--- src/rtl/madd_err_accum_if.sv ---
`default_nettype none
// ============================================================================
//  Module   : madd_err_accum_if
//  Purpose  : Control, sample-handshake and metric bundle between a stimulus
//             source (master) and the error accumulator (slave).
//  Revision : 1.0  initial release
// ============================================================================
interface madd_err_accum_if #(
    parameter int W = 6
) ();

    logic         start;
    logic         in_valid;
    logic         in_ready;
    logic [W-1:0] approx;
    logic [W-1:0] exact;
    logic         busy;
    logic         done;
    logic [9:0]   err_count;
    logic [15:0]  sum_abs_err;
    logic [15:0]  sum_err;
    logic [W-1:0] max_abs_err;

    // Stimulus side: drives the run control and sample pairs
    modport master (
        output start,
        output in_valid,
        output approx,
        output exact,
        input  in_ready,
        input  busy,
        input  done,
        input  err_count,
        input  sum_abs_err,
        input  sum_err,
        input  max_abs_err
    );

    // Accumulator side: consumes pairs, reports status and metrics
    modport slave (
        input  start,
        input  in_valid,
        input  approx,
        input  exact,
        output in_ready,
        output busy,
        output done,
        output err_count,
        output sum_abs_err,
        output sum_err,
        output max_abs_err
    );

endinterface
`default_nettype wire

--- src/rtl/madd_err_accum.sv ---
`default_nettype none
// ============================================================================
//  Module   : madd_err_accum
//  Purpose  : Accumulates error metrics of an approximate adder against its
//             exact reference over a run of N_SAMPLES accepted pairs:
//             mismatch count, sum of |d|, signed sum of d and max |d|.
//  Revision : 1.0  initial release
// ============================================================================
module madd_err_accum #(
    parameter int N_SAMPLES = 512,
    parameter int W         = 6
) (
    input  wire logic         clk,
    input  wire logic         rst_n,
    madd_err_accum_if.slave   bus
);

    // Counter value at which the accepted pair is the final one of the run
    localparam logic [9:0] C_LAST = 10'(N_SAMPLES - 1);

    typedef enum logic [1:0] {
        IDLE = 2'd0,
        RUN  = 2'd1,
        DONE = 2'd2
    } state_t;

    state_t       state_q;
    logic         in_ready_q;
    logic         busy_q;
    logic         done_q;
    logic [9:0]   cnt_q;
    logic [9:0]   err_count_q;
    logic [15:0]  sum_abs_q;
    logic [15:0]  sum_err_q;
    logic [W-1:0] max_abs_q;

    logic         accept;
    logic [W:0]   diff;
    logic [W-1:0] abs_d;
    logic [9:0]   cnt_d;
    logic [9:0]   err_count_d;
    logic [15:0]  sum_abs_d;
    logic [15:0]  sum_err_d;
    logic [W-1:0] max_abs_d;

    // A pair is taken only while the registered ready is high
    assign accept = bus.in_valid & in_ready_q;

    // Signed difference at W+1 bits; the magnitude is taken by subtracting in
    // the right order so it always fits W bits without a negate step
    assign diff  = {1'b0, bus.approx} - {1'b0, bus.exact};
    assign abs_d = diff[W] ? (bus.exact - bus.approx) : (bus.approx - bus.exact);

    // Candidate metric values if the current pair is accepted
    assign cnt_d       = cnt_q + 10'd1;
    assign err_count_d = err_count_q + {9'd0, (diff != '0)};
    assign sum_abs_d   = sum_abs_q + {{(16 - W){1'b0}}, abs_d};
    assign sum_err_d   = sum_err_q + {{(15 - W){diff[W]}}, diff};
    assign max_abs_d   = (abs_d > max_abs_q) ? abs_d : max_abs_q;

    // Run-control FSM with registered status flags and metric accumulators
    always_ff @(posedge clk or negedge rst_n) begin
        if (!rst_n) begin
            state_q     <= IDLE;
            in_ready_q  <= 1'b0;
            busy_q      <= 1'b0;
            done_q      <= 1'b0;
            cnt_q       <= '0;
            err_count_q <= '0;
            sum_abs_q   <= '0;
            sum_err_q   <= '0;
            max_abs_q   <= '0;
        end else begin
            case (state_q)
                // Both idle and finished states restart straight into RUN
                IDLE, DONE: begin
                    if (bus.start) begin
                        state_q     <= RUN;
                        in_ready_q  <= 1'b1;
                        busy_q      <= 1'b1;
                        done_q      <= 1'b0;
                        cnt_q       <= '0;
                        err_count_q <= '0;
                        sum_abs_q   <= '0;
                        sum_err_q   <= '0;
                        max_abs_q   <= '0;
                    end
                end

                // start is deliberately ignored here; only pairs matter
                RUN: begin
                    if (accept) begin
                        cnt_q       <= cnt_d;
                        err_count_q <= err_count_d;
                        sum_abs_q   <= sum_abs_d;
                        sum_err_q   <= sum_err_d;
                        max_abs_q   <= max_abs_d;
                        if (cnt_q == C_LAST) begin
                            state_q    <= DONE;
                            in_ready_q <= 1'b0;
                            busy_q     <= 1'b0;
                            done_q     <= 1'b1;
                        end
                    end
                end

                default: begin
                    state_q    <= IDLE;
                    in_ready_q <= 1'b0;
                    busy_q     <= 1'b0;
                    done_q     <= 1'b0;
                end
            endcase
        end
    end

    assign bus.in_ready    = in_ready_q;
    assign bus.busy        = busy_q;
    assign bus.done        = done_q;
    assign bus.err_count   = err_count_q;
    assign bus.sum_abs_err = sum_abs_q;
    assign bus.sum_err     = sum_err_q;
    assign bus.max_abs_err = max_abs_q;

endmodule
`default_nettype wire

--- src/flat_wrapper.sv ---
// flat-port wrapper written by rule: the top's interface ports become plain ports
module madd_err_accum_flat 
#(
    parameter int N_SAMPLES = 512,
    parameter int W         = 6
)
  (clk, rst_n, bus_start, bus_in_valid, bus_approx, bus_exact, bus_in_ready, bus_busy, bus_done, bus_err_count, bus_sum_abs_err, bus_sum_err, bus_max_abs_err);
  madd_err_accum_if #(.W(W)) bus_i ();
  input  wire logic clk;
  input  wire logic rst_n;
  input wire logic [$bits(bus_i.start)-1:0] bus_start;
  input wire logic [$bits(bus_i.in_valid)-1:0] bus_in_valid;
  input wire logic [$bits(bus_i.approx)-1:0] bus_approx;
  input wire logic [$bits(bus_i.exact)-1:0] bus_exact;
  output wire logic [$bits(bus_i.in_ready)-1:0] bus_in_ready;
  output wire logic [$bits(bus_i.busy)-1:0] bus_busy;
  output wire logic [$bits(bus_i.done)-1:0] bus_done;
  output wire logic [$bits(bus_i.err_count)-1:0] bus_err_count;
  output wire logic [$bits(bus_i.sum_abs_err)-1:0] bus_sum_abs_err;
  output wire logic [$bits(bus_i.sum_err)-1:0] bus_sum_err;
  output wire logic [$bits(bus_i.max_abs_err)-1:0] bus_max_abs_err;
  assign bus_i.start = bus_start;
  assign bus_i.in_valid = bus_in_valid;
  assign bus_i.approx = bus_approx;
  assign bus_i.exact = bus_exact;
  assign bus_in_ready = bus_i.in_ready;
  assign bus_busy = bus_i.busy;
  assign bus_done = bus_i.done;
  assign bus_err_count = bus_i.err_count;
  assign bus_sum_abs_err = bus_i.sum_abs_err;
  assign bus_sum_err = bus_i.sum_err;
  assign bus_max_abs_err = bus_i.max_abs_err;
  madd_err_accum #(.N_SAMPLES(N_SAMPLES), .W(W)) u_core (.clk(clk), .rst_n(rst_n), .bus(bus_i));
endmodule
--- config.mk ---
export PLATFORM = sky130hd
export DESIGN_NAME = madd_err_accum_flat
export DESIGN_NICKNAME = d
export VERILOG_FILES = /design/src/rtl/madd_err_accum_if.sv /design/src/rtl/madd_err_accum.sv /design/src/flat_wrapper.sv
export SDC_FILE = /design/constraint.sdc
export NUM_CORES = 1
export LEC_CHECK = 0
export CORE_MARGIN = 8
export CORE_UTILIZATION = 55
export DETAILED_ROUTE_END_ITERATION = 8
export PLACE_DENSITY = 0.81
export SKIP_CTS_REPAIR_TIMING = 1
export SYNTH_ARGS = -nofsm -noshare
export SYNTH_HDL_FRONTEND = slang
export SYNTH_SLANG_ARGS = --single-unit
--- constraint.sdc ---
create_clock -name clk -period 2.68 [get_ports clk]
set_input_delay 0.536 -clock clk [delete_from_list [all_inputs] [get_ports clk]]
set_output_delay 0.536 -clock clk [all_outputs]
set_load 0.02 [all_outputs]
# ---- Word level (Yosys, flattened, before mapping)
# Index checks and enable logic that the tools add are counted.
dict set report op_classes {
  add_sub_neg 7
  n_lt_le_gt_ge 1
  n_eq_ne 7
  muxes 27
  n_bitwise 1
  n_reduce_logical 7
}
# op count
set ops {}
lappend ops {{$pmux W16 S2} 2}
lappend ops {{$mux W16} 3}
lappend ops {{$pmux W10 S2} 2}
lappend ops {{$mux W10} 3}
lappend ops {{$mux W6} 4}
lappend ops {{$add A16 B16 Y16} 1}
lappend ops {{$add A16 B6 Y16} 1}
lappend ops {{$pmux W6 S2} 1}
lappend ops {{$sub A6 B6 Y6} 2}
lappend ops {{$add A10 B1 Y10} 1}
lappend ops {{$add A10 B1 Y10 const B} 1}
lappend ops {{$eq A10 B9 Y1 const B} 1}
lappend ops {{$reduce_bool A7 Y1} 1}
lappend ops {{$sub A6 B6 Y7} 1}
lappend ops {{$gt A6 B6 Y1} 1}
lappend ops {{$mux W1} 6}
lappend ops {{$mux W2} 3}
lappend ops {{$ne A2 B1 Y1 const B} 3}
lappend ops {{$reduce_and A3 Y1} 2}
lappend ops {{$pmux W1 S2} 2}
lappend ops {{$pmux W2 S2} 1}
lappend ops {{$reduce_and A4 Y1} 1}
lappend ops {{$eq A2 B1 Y1 const B} 1}
lappend ops {{$eq A2 B2 Y1 const B} 1}
lappend ops {{other kinds (5)} 5}
dict set report totals {
  ff_bits 62
  out_inout_bits 51
  wordCells 58
}

# ---- Logic depth before layout (Yosys ltp)
dict set report logic_depth {
  ltp_word 6
  depth_mapped 19
  ltp_nobuf 18
}

# ---- Worst setup path before layout
# Ideal clock, no wire load.
dict set report synth_path {
  path_type {input to register}
  from {in bus_approx[0]}
  to {reg u_core.sum_abs_q[11] (netlist: u_core.bus.sum_abs_err[11])}
  setup_time_ns 0.132
  arrival_ns 3.789
  slack_ns -1.241
  stages 18
  path_cell_list {inv_1 -> ha_1 -> inv_1 -> fa_1 -> a211oi_1 -> o21bai_1 -> a21o_1 -> inv_2 -> nand2_1 -> o21ai_0 -> ha_1 -> a21o_1 -> a21o_1 -> a2111oi_1 -> nor3_2 -> nand3_1 -> xor2_1 -> nor2_1}
}
dict set report synth_via {
  elab_chain_cells 5
  elab_cells_between_ends 7
  classes_between {add/sub: 4; mux: 3}
}
# item line
set synth_rtl {}
lappend synth_rtl {{start: declaration} flat_wrapper.sv:13} ;# input wire logic [$bits(bus_i.approx)-1:0] bus_approx;
lappend synth_rtl {{$sub A6 B6 Y6 or $sub A6 B6 Y7 (tied branches)} {madd_err_accum.sv:52, madd_err_accum.sv:51}}
lappend synth_rtl {{$mux W6 *} madd_err_accum.sv:52} ;# assign abs_d = diff[W] ? (bus.exact - bus.approx) : (bus.approx - bus.exact);
lappend synth_rtl {{$add A16 B6 Y16 *} madd_err_accum.sv:57} ;# assign sum_abs_d = sum_abs_q + {{(16 - W){1'b0}}, abs_d};
lappend synth_rtl {{$mux W16 *} madd_err_accum.sv:92} ;# if (accept) begin
lappend synth_rtl {{$pmux W16 S2 *} madd_err_accum.sv:74} ;# case (state_q)
lappend synth_rtl {{end signal: assignment} madd_err_accum.sv:95} ;# sum_abs_q <= sum_abs_d;
lappend synth_rtl {{end: declaration} madd_err_accum.sv:33} ;# logic [15:0] sum_abs_q;
# Mark *: on every way between the ends. The rest lies on a longest branch, timed or not. The select of a mux whose other input is x is not followed.
# A chain may end at the register's enable or synchronous reset.

# ---- Worst setup path after layout
# Same ends and word-level chain as after synthesis.

==> out/qor.yml <==
status:
  status: "finished, violations left"
  violations: "negative setup slack"
worst_setup_path:
  crit_family: "compound AO/OA/AOI/OAI gates"
  worst-path-max-fanout: 4
  arrival_ns: 3.79
  timing_worst_setup_path_type: "in2reg"
  cpMostUsedCell: "a21o_1"
  path_cells: "buf_12 -> inv_12 -> ha_4 -> inv_2 -> fa_2 -> a211oi_2 -> o21bai_1 -> a21o_1 -> inv_4 -> buf_6 -> nand2_2 -> o21ai_2 -> ha_1 -> a21o_1 -> a21o_1 -> a2111oi_4 -> nor3_2 -> nand3_1 -> xor2_1 -> nor2_1"
  cp_slowest_cell: "a2111oi_4"
  required_ns: 2.91
  end_kind: "flip-flop"
  worst-path-buf-inv: 5
  worst_setup_path_start_kind: "input pin"
  slowest_delay_ns: 0.40
logic_synthesis:
  syn_inst: 484
  syn_nets: 548
  ys_warn_count: 0
  async_flop_share_pct: 100
  synth_top_cell_area_share_pct: 35.8
  seq_area_frac_synth_pct: 35.8
  synthFlopType: "dfrtp_1"
  yosys_register_bits: 61
  synth.distinct_cells: 52
  synth-edff-count: 0
  synth_top_cell_by_area: "dfrtp_1"
  yosys-top-cells-area: "dfrtp_1 36%, ha_1 13%, xor2_1 5.1%, nand2_1 4.8%, o21ai_0 4.5%"
  synthesis.area_um2: 4270
  syn_avg_cell_area_um2: 8.81
timing:
  finalMaxSlewViolations: 0
  maxSlewHeadroom_pct: 56.5
  min_period_over_period_pct: 133
  tightest_slew_ns: 0.653
  clock_skew_ns: 0.0145
  fmax_ghz: 0.281
  hold_viol: 0
  timing.hold.ws_ns: 0.209
  rsz0062_at_grt: "true"
  fin_crit_ns: 3.56
  setup_viol: 42
  worst_slack_ns: -0.878
  fin_tns_setup_ns: -20.81
floorplan:
  die_w_um: 104
  dieArea_um2: 10800
  io_pins: 67
  coreArea_um2: 7610
  rows: 32
  initial_core_util_pct: 56.1
  dieHeight_um: 104
power_and_ir_drop:
  p_leak_uw: 0.00303
  ir_worst_vdd_v: 0.000899
  power.density_nw_per_um2: 1050
final_layout:
  fin_util_pct: 85.0
  area_delta_synth_final_pct: 51.6
  final_area_um2: 6470
  drive_gt1_share_pct: 30.4
  num-fill-cells: 380
  final_nets: 706
  final_common_cell: "buf_4"
  diodes: 0
  stdcell_count: 749
  mostFrequentLayoutCells: "89 x buf_4, 61 x dfrtp_1, 55 x clkdlybuf4s50_1"
routing:
  antenna_left: 0
  drt_wl_total_mm: 14.7
  drt_iter0_markers: 214
  drcViolationCount: 0
  wl_per_cell_um: 19.6
  route.vias.total: 4517
  dr.pass1.iters: 5
  viasPerCell: 6.03
placed_design:
  gp_congestion: 0.903
  hpwl_mm: 9.04
  placed_area_um2: 5730
  dpl.cell_count: 721
  port_buffers: 66
global_route:
  grt_overflow: 0
  grt_pass1_vias: 4415
  antenna_found_initial: 0
  grtUsageTotal_pct: 22.3
  grt_pass1_wl_mm: 20.4
  grt_max_degree: 36
clocking:
  clk_latency_ns: 0.35
  cts.root.buffer_cell: "clkbuf_8"
  clk_pin_slew_ns: 0.08
  cts_buffers: 9
  cts_tree: "done"
  cts.sinks: 61
  clock_path_buffers: 2
  cts.htree.levels: 3
job:
  drv_cap: 0
worst_hold_path:
  hold_path.class: "in2async"
-- area by class of cell --
cell class	instances	area [um2]	share of cell area, %
clock buffers	10	138	2.13
clock inverters	6	61.3	0.948
inverters	28	120	1.86
multi-input cells	378	3050	47.1
flip-flops and latches	61	1530	23.6
well taps	102	128	1.97
repair buffers	164	1450	22.4
-- worst paths after layout --
check	startpoint	to	slack [ns]	cells after the start
min in group clk	u_core.bus.sum_err[10]	u_core.bus.sum_err[10]	0.53	2
max in group asynchronous	rst_n	u_core.bus.err_count[0]	1.75	2
worst max-delay path	bus_approx[0]	u_core.bus.sum_abs_err[11]	-0.88	20
worst max register to register	u_core.bus.sum_err[0]	u_core.bus.sum_err[14]	0.14	10
worst min register to register	u_core.bus.sum_err[10]	u_core.bus.sum_err[10]	0.53	2
worst min-delay path	rst_n	u_core.bus.err_count[5]	0.21	1
-- state kept, by name, summed over array words and instances (netlist names) --
name	cells
u_core.bus.busy	1
u_core.cnt_q	10
u_core.bus.max_abs_err	6
u_core.bus.sum_abs_err	16
u_core.bus.sum_err	16
u_core.bus.done	1
u_core.bus.err_count	10
u_core.state_q	1
-- stage by stage --
step           total power [uW]  worst slack, ns
6_report                   6790           -0.878
3_5_place_dp               5150            -1.60
2_1_floorplan              3540           -0.846
3_3_place_gp               4990            -1.46
5_1_grt                    7190            -1.04
4_1_cts                    6040            -1.26
-- per-layer routing --
layer,up-vias,share of wire (%),global-route usage [%]
met3,76,6.7,4.96
met5,-,0,0
met4,0,4.8,7.45
met1,2188,38,25.7
li1,2016,-,-
met2,237,50,39.8
-- Yosys cell counts, types with 2 or more instances --
cell,number
and2_1,2
or3_1,7
a21o_1,15
xnor2_1,14
o21a_1,3
dfrtp_1,61
a22o_1,3
a21oi_1,21
nor4b_1,2
nor3_1,6
a31oi_1,3
o211ai_1,2
o21ai_0,38
o21bai_1,6
buf_1,2
a221oi_1,2
xor2_1,25
nor4_1,2
nand4_1,6
fa_1,4
mux2i_1,5
inv_1,27
nand3_1,29
clkbuf_1,13
and3_1,6
a211oi_1,3
nor3b_1,3
o31ai_1,4
ha_1,44
nand2_1,54
nand2b_1,7
nor2_1,38
nor2b_1,7
o21ai_1,2
-- report_power, final --
group          switching [uW]  internal (uW)  total, uW  leakage [uW]
clock                     409            453        863      0.000102
sequential                378           1210       1590      0.000781
combinational            2150           2200       4340       0.00215
-- cells by family (layout without fill, tap and decap cells) --
family | Yosys count | count (layout) | synth area share (%)
fa+ha+maj | 48 | 48 | 14.8
compound gates | 113 | 113 | 16.8
simple gates | 173 | 173 | 19.3
flops | 61 | 61 | 35.8
mux | 5 | 5 | 1.17
buf+inv | 45 | 208 | 4.08
xor+xnor | 39 | 39 | 8.01
(Power assumes the default switching activity.)
